==> src/rtl/sys_ctrl_pkg.sv <==
// Shared definitions for the system controller: register indices, finisher
// commands, FSM state encodings and the watchdog exit code.
// Latency: n/a (definitions only).  Backpressure: n/a.
package sys_ctrl_pkg;

    // Register map (word index on i_addr)
    localparam logic [2:0] REG_FINISHER = 3'd0;
    localparam logic [2:0] REG_CYCLE_LO = 3'd1;
    localparam logic [2:0] REG_CYCLE_HI = 3'd2;
    localparam logic [2:0] REG_SCRATCH  = 3'd3;
    localparam logic [2:0] REG_WDOG     = 3'd4;

    // Finisher commands (low half of the finisher write)
    localparam logic [15:0] CMD_PASS   = 16'h5555;
    localparam logic [15:0] CMD_FAIL   = 16'h3333;
    localparam logic [15:0] CMD_REBOOT = 16'h7777;

    // Exit code reported when the watchdog forces a reboot
    localparam logic [15:0] WDOG_EXIT_CODE = 16'hDEAD;

    // FSM state encodings; these values are visible in the finisher read
    localparam logic [1:0] ST_RUN   = 2'd0;
    localparam logic [1:0] ST_FLUSH = 2'd1;
    localparam logic [1:0] ST_OFF   = 2'd2;
    localparam logic [1:0] ST_HOLD  = 2'd3;

    // Finisher write word layout
    typedef struct packed {
        logic [15:0] code;
        logic [15:0] cmd;
    } fin_word_t;

    function automatic logic cmd_valid(input logic [15:0] cmd);
        return (cmd == CMD_PASS) || (cmd == CMD_FAIL) || (cmd == CMD_REBOOT);
    endfunction

endpackage

==> src/rtl/sys_ctrl_wdog.sv <==
// Watchdog: reloadable down-counter that pulses o_expire on the 1->0 step.
// Latency: expire pulse is combinational in the cycle the counter holds 1.
// Backpressure: none; a reload write always takes effect.
//
// Ports:
//   clk, reset  clock, synchronous active-low reset
//   i_wr        reload strobe (accepted bus write to the watchdog register)
//   i_wdata     reload value; 0 disables the watchdog
//   i_run       counting enable (controller is in RUN)
//   o_expire    one-cycle pulse when the counter steps from 1 to 0
//   o_reload    last value written, for read-back
module sys_ctrl_wdog #(
    parameter int WIDTH = 32
) (
    input  logic             clk,
    input  logic             reset,
    input  logic             i_wr,
    input  logic [WIDTH-1:0] i_wdata,
    input  logic             i_run,
    output logic             o_expire,
    output logic [WIDTH-1:0] o_reload
);

    logic [WIDTH-1:0] cnt_q, cnt_d;
    logic [WIDTH-1:0] reload_q;

    // A reload in the same cycle supersedes the expiry step.
    assign o_expire = i_run && !i_wr && (cnt_q == WIDTH'(1));
    assign o_reload = reload_q;

    always_comb begin
        cnt_d = cnt_q;
        if (i_wr) begin
            cnt_d = i_wdata;
        end else if (i_run && (cnt_q != '0)) begin
            cnt_d = cnt_q - WIDTH'(1);
        end
    end

    always_ff @(posedge clk) begin
        if (!reset) begin
            cnt_q    <= '0;
            reload_q <= '0;
        end else begin
            cnt_q <= cnt_d;
            if (i_wr) begin
                reload_q <= i_wdata;
            end
        end
    end

endmodule

==> src/rtl/sys_ctrl.sv <==
// System controller: finisher (pass/fail/reboot), 64-bit cycle counter, scratch.
// Latency: bus ack and read data one cycle after i_stb is sampled.
// Backpressure: i_stb held until o_ack; at most one access every two cycles.
//
// Optional watchdog enabled by defining SYS_CTRL_WDOG_EN (adds WDOG_WIDTH and
// register 4); without it register 4 reads 0 and ignores writes.
//
// Ports:
//   clk, reset              clock, synchronous active-low reset
//   i_stb/i_we/i_addr/i_wdata  bus request, direction, word index, write data
//   o_ack/o_rdata           one-cycle acknowledge, read data valid with ack
//   o_close_file            flush request to file/console device (in FLUSH)
//   i_close_done            flush complete
//   o_shutdown/o_exit_code  sticky power-off indication and its exit code
//   o_core_reset_n          active-low reset to the CPU core (low in HOLD)
module sys_ctrl
    import sys_ctrl_pkg::*;
#(
    parameter int RESET_CYCLES  = 16,
    parameter int FLUSH_TIMEOUT = 1024
`ifdef SYS_CTRL_WDOG_EN
    ,
    parameter int WDOG_WIDTH    = 32
`endif
) (
    input  logic        clk,
    input  logic        reset,
    input  logic        i_stb,
    input  logic        i_we,
    input  logic [2:0]  i_addr,
    input  logic [31:0] i_wdata,
    output logic        o_ack,
    output logic [31:0] o_rdata,
    output logic        o_close_file,
    input  logic        i_close_done,
    output logic        o_shutdown,
    output logic [15:0] o_exit_code,
    output logic        o_core_reset_n
);

    // One timer serves both FLUSH timeout and HOLD duration.
    localparam int TMR_MAX = (FLUSH_TIMEOUT > RESET_CYCLES) ? FLUSH_TIMEOUT : RESET_CYCLES;
    localparam int TMR_W   = $clog2(TMR_MAX + 1);

    logic             ack_q;
    logic [31:0]      rdata_q;
    logic [63:0]      cycle_q;
    logic [31:0]      cycle_hi_q;
    logic [31:0]      scratch_q;
    logic [1:0]       state_q, state_d;
    logic [15:0]      cmd_q, cmd_d;
    logic [15:0]      code_q, code_d;
    logic [15:0]      exit_q, exit_d;
    logic [TMR_W-1:0] tmr_q, tmr_d;

    logic             acc;
    logic             wr_acc;
    logic             rd_acc;
    logic             fin_go;
    fin_word_t        fin_wr;
    logic [31:0]      rd_mux;
    logic             wdog_expire;
    logic [31:0]      wdog_rdata;

    assign acc    = i_stb && !ack_q;
    assign wr_acc = acc && i_we;
    assign rd_acc = acc && !i_we;
    assign fin_wr = fin_word_t'(i_wdata);
    // Finisher commands only start a sequence from RUN; elsewhere acked only.
    assign fin_go = wr_acc && (i_addr == REG_FINISHER) && cmd_valid(fin_wr.cmd)
                    && (state_q == ST_RUN);

`ifdef SYS_CTRL_WDOG_EN
    logic [WDOG_WIDTH-1:0] wdog_reload;

    sys_ctrl_wdog #(
        .WIDTH (WDOG_WIDTH)
    ) u_wdog (
        .clk      (clk),
        .reset    (reset),
        .i_wr     (wr_acc && (i_addr == REG_WDOG)),
        .i_wdata  (WDOG_WIDTH'(i_wdata)),
        .i_run    (state_q == ST_RUN),
        .o_expire (wdog_expire),
        .o_reload (wdog_reload)
    );

    assign wdog_rdata = 32'(wdog_reload);
`else
    assign wdog_expire = 1'b0;
    assign wdog_rdata  = 32'd0;
`endif

    always_comb begin
        rd_mux = 32'd0;
        case (i_addr)
            REG_FINISHER: rd_mux = {14'd0, state_q, exit_q};
            REG_CYCLE_LO: rd_mux = cycle_q[31:0];
            REG_CYCLE_HI: rd_mux = cycle_hi_q;
            REG_SCRATCH:  rd_mux = scratch_q;
            REG_WDOG:     rd_mux = wdog_rdata;
            default:      rd_mux = 32'd0;
        endcase
    end

    always_comb begin
        state_d = state_q;
        cmd_d   = cmd_q;
        code_d  = code_q;
        exit_d  = exit_q;
        tmr_d   = tmr_q;
        case (state_q)
            ST_RUN: begin
                // A finisher write outranks a watchdog expiry in the same cycle.
                if (fin_go) begin
                    state_d = ST_FLUSH;
                    cmd_d   = fin_wr.cmd;
                    code_d  = (fin_wr.cmd == CMD_PASS) ? 16'h0000 : fin_wr.code;
                    tmr_d   = '0;
                end else if (wdog_expire) begin
                    state_d = ST_FLUSH;
                    cmd_d   = CMD_REBOOT;
                    code_d  = WDOG_EXIT_CODE;
                    tmr_d   = '0;
                end
            end
            ST_FLUSH: begin
                tmr_d = tmr_q + TMR_W'(1);
                if (i_close_done || (tmr_q == TMR_W'(FLUSH_TIMEOUT - 1))) begin
                    state_d = (cmd_q == CMD_REBOOT) ? ST_HOLD : ST_OFF;
                    exit_d  = code_q;
                    tmr_d   = '0;
                end
            end
            ST_HOLD: begin
                tmr_d = tmr_q + TMR_W'(1);
                if (tmr_q == TMR_W'(RESET_CYCLES - 1)) begin
                    state_d = ST_RUN;
                    tmr_d   = '0;
                end
            end
            default: begin
                // ST_OFF is terminal until reset.
                state_d = state_q;
            end
        endcase
    end

    always_ff @(posedge clk) begin
        if (!reset) begin
            ack_q      <= 1'b0;
            rdata_q    <= 32'd0;
            cycle_q    <= 64'd0;
            cycle_hi_q <= 32'd0;
            scratch_q  <= 32'd0;
            state_q    <= ST_RUN;
            cmd_q      <= 16'd0;
            code_q     <= 16'd0;
            exit_q     <= 16'd0;
            tmr_q      <= '0;
        end else begin
            ack_q   <= acc;
            rdata_q <= rd_acc ? rd_mux : 32'd0;
            cycle_q <= cycle_q + 64'd1;
            // Reading the low word freezes the high word so a later HI read
            // pairs with it even if a carry happens in between.
            if (rd_acc && (i_addr == REG_CYCLE_LO)) begin
                cycle_hi_q <= cycle_q[63:32];
            end
            if (wr_acc && (i_addr == REG_SCRATCH)) begin
                scratch_q <= i_wdata;
            end
            state_q <= state_d;
            cmd_q   <= cmd_d;
            code_q  <= code_d;
            exit_q  <= exit_d;
            tmr_q   <= tmr_d;
        end
    end

    assign o_ack          = ack_q;
    assign o_rdata        = rdata_q;
    assign o_close_file   = (state_q == ST_FLUSH);
    assign o_shutdown     = (state_q == ST_OFF);
    assign o_exit_code    = exit_q;
    assign o_core_reset_n = (state_q != ST_HOLD);

endmodule

==> config.mk <==
export PLATFORM = sky130hd
export DESIGN_NAME = sys_ctrl
export DESIGN_NICKNAME = d
export VERILOG_FILES = /design/src/rtl/sys_ctrl_pkg.sv /design/src/rtl/sys_ctrl_wdog.sv /design/src/rtl/sys_ctrl.sv
export SDC_FILE = /design/constraint.sdc
export NUM_CORES = 1
export LEC_CHECK = 0
export ABC_CLOCK_PERIOD_IN_PS = 2520
export BUFFER_PORTS_ARGS = -buffer_cell sky130_fd_sc_hd__buf_2
export CAP_MARGIN = 20
export CORE_MARGIN = 5
export CORE_UTILIZATION = 47
export CTS_CLUSTER_SIZE = 8
export DETAILED_ROUTE_END_ITERATION = 8
export PLACE_DENSITY = 0.67
export SKIP_CTS_REPAIR_TIMING = 1
export SLEW_MARGIN = 10
export SYNTH_ARGS = -nofsm -noshare
export SYNTH_HDL_FRONTEND = slang
export SYNTH_SLANG_ARGS = --single-unit
==> constraint.sdc <==
create_clock -name clk -period 2.52 [get_ports clk]
set_input_delay 0.504 -clock clk [delete_from_list [all_inputs] [get_ports clk]]
set_output_delay 0.504 -clock clk [all_outputs]
set_load 0.01 [all_outputs]
# [Word-level counts from Yosys, hierarchy flattened]
# Index checks and enable logic that the tools add are counted.
[classes] eq_ne=16 add_sub_neg=2 reduce_logical=21 n_mux=11
[op_table] op="$pmux W32 S4" n=1
[op_table] op="$add A64 B1 Y64 const B" n=1
[op_table] op="$eq A16 B15 Y1 const B" n=3
[op_table] op="$mux W11" n=3
[op_table] op="$pmux W11 S3" n=1
[op_table] op="$eq A16 B14 Y1 const B" n=1
[op_table] op="$mux W16" n=1
[op_table] op="$add A11 B1 Y11 const B" n=1
[op_table] op="$eq A11 B10 Y1 const B" n=1
[op_table] op="$eq A11 B4 Y1 const B" n=1
[op_table] op="$logic_and A1 B1 Y1" n=8
[op_table] op="$reduce_and A2 Y1" n=4
[op_table] op="$eq A3 B2 Y1 const B" n=2
[op_table] op="$mux W2" n=3
[op_table] op="$ne A2 B2 Y1 const B" n=3
[op_table] op="$pmux W2 S3" n=1
[op_table] op="$eq A2 B2 Y1 const B" n=2
[op_table] op="$reduce_and A4 Y1" n=1
[op_table] op="$eq A3 B1 Y1 const B" n=1
[op_table] op="$logic_not A3 Y1" n=1
[op_table] op="$logic_or A1 B1 Y1" n=3
[op_table] op="$reduce_bool A3 Y1" n=1
[op_table] op="$eq A2 B1 Y1 const B" n=1
[op_table] op="$logic_not A1 Y1" n=2
[op_table] op="other kinds (3)" n=3
[word_totals] inputBits=40 reg_bits=222 word_cells=60

# [Longest topological paths before layout]
[depth] depth_word=8 depth_mapped=8 mapped_depth_nobuf=6

# [Worst setup path before layout]
# Ideal clock, no wire load.
[synth_timing] kind="input port to flip-flop" start="input port i_addr[1]" end="register code_q[10]" setup_time_ns=0.114 slack_ns=0.150 path_stages=8 required_ns=2.406 arrival_ns=2.257 cell_sequence="clkbuf_1 > nor3_2 > nand4_1 > or4_1 > clkbuf_1 > clkbuf_1 > nand3_1 > nand2_1"
[synth_between] elab_chain_cells=5
[synth_lines] element="start: declaration" line="sys_ctrl.sv:30" source="input logic [2:0] i_addr,"
[synth_lines] element="$logic_not A3 Y1" line="sys_ctrl.sv:70" source="assign fin_go = wr_acc && (i_addr == REG_FINISHER) && cmd_valid(fin_wr.cmd)"
[synth_lines] element="$logic_and A1 B1 Y1 (2 in a row)" line="sys_ctrl.sv:70"
[synth_lines] element="$logic_and A1 B1 Y1" line="sys_ctrl.sv:71" source="&& (state_q == ST_RUN);"
[synth_lines] element="$reduce_and A2 Y1 (no source line)"
[synth_lines] element="end signal: assignment" line="sys_ctrl.sv:175" source="code_q <= code_d;"
[synth_lines] element="end: declaration" line="sys_ctrl.sv:52" source="logic [15:0] code_q, code_d;"
# No other way between the ends.
# A chain may end at the register's enable or synchronous reset.

# [Final worst setup path]
[layout_timing] start="register cycle_q[30]" end="register cycle_q[50]"
[layout_between] elab_chain_cells=1
[layout_lines] element="start: declaration" line="sys_ctrl.sv:47" source="logic [63:0] cycle_q;"
[layout_lines] element="start signal: assignment" line="sys_ctrl.sv:164" source="cycle_q <= cycle_q + 64'd1;"
[layout_lines] element="$add A64 B1 Y64" line="sys_ctrl.sv:164"
# No other way between the ends.

==> impl_metrics.csv <==
group,metric,value,unit
synth,netlist.area_leader.share,48.8,%
synth,synth_fa_ha_area_share,0.275,%
grt,grt_pass1_wl,40.7,mm
sta,clock.fmax,426,MHz
layout,final_common_cell,"nand2_1",
synth,avgSynthCellArea,8.36,µm²
pwr,power_frac_seq,48.4,%
pwr,switching_share,21.5,%
routing,post_drt_wl_per_cell,17.6,µm
place,hpwlAfterDp,18.2,mm
grt,antenna_found_initial,0,
routing,route.final.wire_length,25.6,mm
hold_path,min_to,"code_q[5]",
synth,synth_nets,1130,
synth,synth_area,9100,µm²
setup_path,cp.arrival,2.81,ns
synth,synth-compound-area-share,15.6,%
floorplan,coreArea,18900,µm²
layout,design_area,10800,µm²
synth,synthMuxAreaShare,2.17,%
hold_path,holdCritStartpoint,"i_wdata[21]",
sta,hold_violations,0,
cts,cts_inserted_buffers,31,
grt,grt_start_max_net_pins,65,
grt,overflow,0,
synth,ys.flop_type,"dfxtp_1",
pwr,comb_power_share,3.0,%
layout,diodes,0,
status,status,"completed",
job,maxCapViolCount,0,
place,postPlaceCellArea,10000,µm²
floorplan,rows,50,
layout,final_cell_mix,"231 x nand2_1, 222 x dfxtp_1, 127 x a21oi_1",
layout,utilization,57.4,%
synth,synth_area_leaders,"dfxtp_1 49%, nand2_1 9.5%, a21oi_1 7.0%, a22oi_1 4.1%, nand3_1 3.1%",
synth,postSynthCellCount,1088,
setup_path,worstPathRequired,2.98,ns
synth,synth_edf_count,0,
setup_path,regToRegEndpoint,"cycle_q[50]",
grt,first_global_vias,7649,
pwr,power,7.31,mW
routing,drt_iter0_drc,542,
routing,antenna_left,0,
sta,finalSetupTns,0,ns
pwr,power.internal,5.74,mW
synth,yosysTopAreaCell,"dfxtp_1",
floorplan,dieArea,22200,µm²
synth,synth-seq-cells,222,
pwr,pwr-share-clk,48.6,%
sta,tightest_slew,0.991,ns
grt,grt_usage,22.5,%
sta,fin_crit_sh,93.1,%
synth,yosys_warnings,0,
synth,synth.distinct_cells,54,
sta,drv_slew,0,
place,place_congestion,0.885,
synth,synth_xor_area_share,3.27,%
sta,rsz0062_at_grt,"no",
setup_path,r2r_start,"cycle_q[30]",
pwr,p_leak,3.96,nW
synth,yosys.area_share.simple,26.6,%
setup_path,crit_type,"reg -> reg",
place,portBuffers,91,
routing,vias,8295,
pwr,p_switching,1.57,mW
floorplan,ioPinCount,92,
hold_path,hold-path-cell-count,3,
cts,cts_root_buffer,"clkbuf_16",
synth,seq_area_frac_synth,48.8,%
setup_path,rrSetupSlack,0.17,ns
routing,vias_per_cell,5.71,
sta,max_slew_margin,33.8,%
synth,synth_top_family_by_area,"simple AND/OR/NAND/NOR gates",
setup_path,path_max_fanout,11,
routing,drcViolationCount,0,
cts,cts_tree,"built",
setup_path,r2r_cells,5,
cts,cts_buffer_depth,3,
floorplan,initial_utilization,48.2,%
sta,worst_clock_skew,0.0157,ns
cts,insertion_delay,0.54,ns
pwr,pwr_density_cell,674,nW/µm²
floorplan,die_x,149,µm
cts,cts-htree-levels,1,
floorplan,die_h,149,µm
setup_path,startpoint_type,"flip-flop",
pwr,irDropWorstVdd,0.585,mV
cts,clk_pin_slew,0.05,ns
hold_path,hp-class,"in -> reg",
layout,layout-drive-gt1-share,16.9,%
cts,cts.sink_count,222,
sta,setup_viol,0,
setup_path,setup.worst_path.end_class,"flip-flop",
layout,syn2layout_area_growth,19.1,%
synth,async_flop_share,0,%
sta,hold_ws,0.197,ns
sta,period_minus_slack,2.35,ns
routing,drtPass1Iterations,5,
layout,fin_nets,1233,
-- cell usage after synthesis, types with 4 or more instances --
| library cell | count |
|---|---|
| mux2_2 | 14 |
| nand4_1 | 26 |
| or4_1 | 16 |
| and4_1 | 9 |
| inv_1 | 6 |
| nor3_1 | 15 |
| nand2_1 | 231 |
| o21a_1 | 5 |
| a21o_1 | 6 |
| o21ai_0 | 18 |
| nor4_1 | 16 |
| nor2_1 | 61 |
| o41ai_1 | 4 |
| nand4b_1 | 5 |
| a22oi_1 | 50 |
| xor2_1 | 17 |
| nor3b_1 | 5 |
| or3_1 | 8 |
| o21ai_1 | 4 |
| a21oi_1 | 127 |
| and3_1 | 19 |
| nor2b_1 | 5 |
| nand3_1 | 57 |
| dfxtp_1 | 222 |
| mux2i_1 | 4 |
| clkbuf_1 | 64 |
| nand2b_1 | 6 |
| o31ai_1 | 10 |
| xnor2_1 | 17 |
-- worst max-delay path, cell delays in order (launching register included) --
cell     delay (ns)
dfxtp_1        0.44
nand4_2        0.18
or3_4          0.45
or4_4          0.57
or4_1          0.48
a21oi_1        0.16
-- metal layers --
layer | GRT usage [%] | vias up | wire (µm)
met5 | 0 | - | 0
met4 | 6.13 | 0 | 645
met3 | 3.65 | 48 | 1650
met2 | 35.3 | 269 | 11600
met1 | 32.3 | 3930 | 11800
li1 | - | 4048 | -
-- through the flow --
stage / setup slack [ns] / instances
3_5_place_dp: 0.120 / 1418
4_1_cts: 0.125 / 1452
6_report: 0.173 / 1452
3_3_place_gp: 0.174 / 1417
2_1_floorplan: 0.150 / 1088
5_1_grt: 0.0524 / 1452
-- state kept, by name, summed over array words and instances, names as in the netlist --
| signal | cells |
|---|---|
| code_q | 16 |
| o_rdata | 32 |
| state_q | 2 |
| o_exit_code | 16 |
| tmr_q | 11 |
| cycle_q | 64 |
| cmd_q | 16 |
| o_ack | 1 |
| scratch_q | 32 |
| cycle_hi_q | 32 |
-- power groups by stage --
stage	sequential, mW	combinational, mW	clock, mW
2_1_floorplan	3.60	0.112	0
3_3_place_gp	3.61	0.214	0
3_5_place_dp	3.61	0.215	0
4_1_cts	3.54	0.216	3.60
5_1_grt	3.53	0.235	3.76
6_report	3.54	0.218	3.55
-- worst max-delay path by stage --
stage | slack, ns | startpoint | cells after the start | end
after floorplan | 0.15 | i_addr[1] | 8 | code_q[10]
after global placement | 0.17 | cycle_q[5] | 5 | cycle_q[50]
after detailed placement | 0.12 | cycle_q[5] | 5 | cycle_q[50]
after CTS | 0.12 | cycle_q[5] | 5 | cycle_q[50]
after global routing | 0.05 | cycle_q[30] | 5 | cycle_q[50]
final | 0.17 | cycle_q[30] | 5 | cycle_q[50]
-- layout make-up --
class	instances	area (µm²)
fill	1776	8050
sequential	222	4440
multi-input combinational	790	4380
timing repair buffer	140	873
clock buffer	33	783
tap	260	325
inverter	6	25.0
clock inverter	1	8.76
-- cell families (layout without fill, tap and decap cells) --
logic type      count (synthesis)  count (layout)
flops                         222             222
mux                            18              18
buf+inv                        76             180
fa+ha+maj                       2               2
xor+xnor                       34              34
compound gates                237             237
simple gates                  499             499
Power figures use the tool's default switching activity.
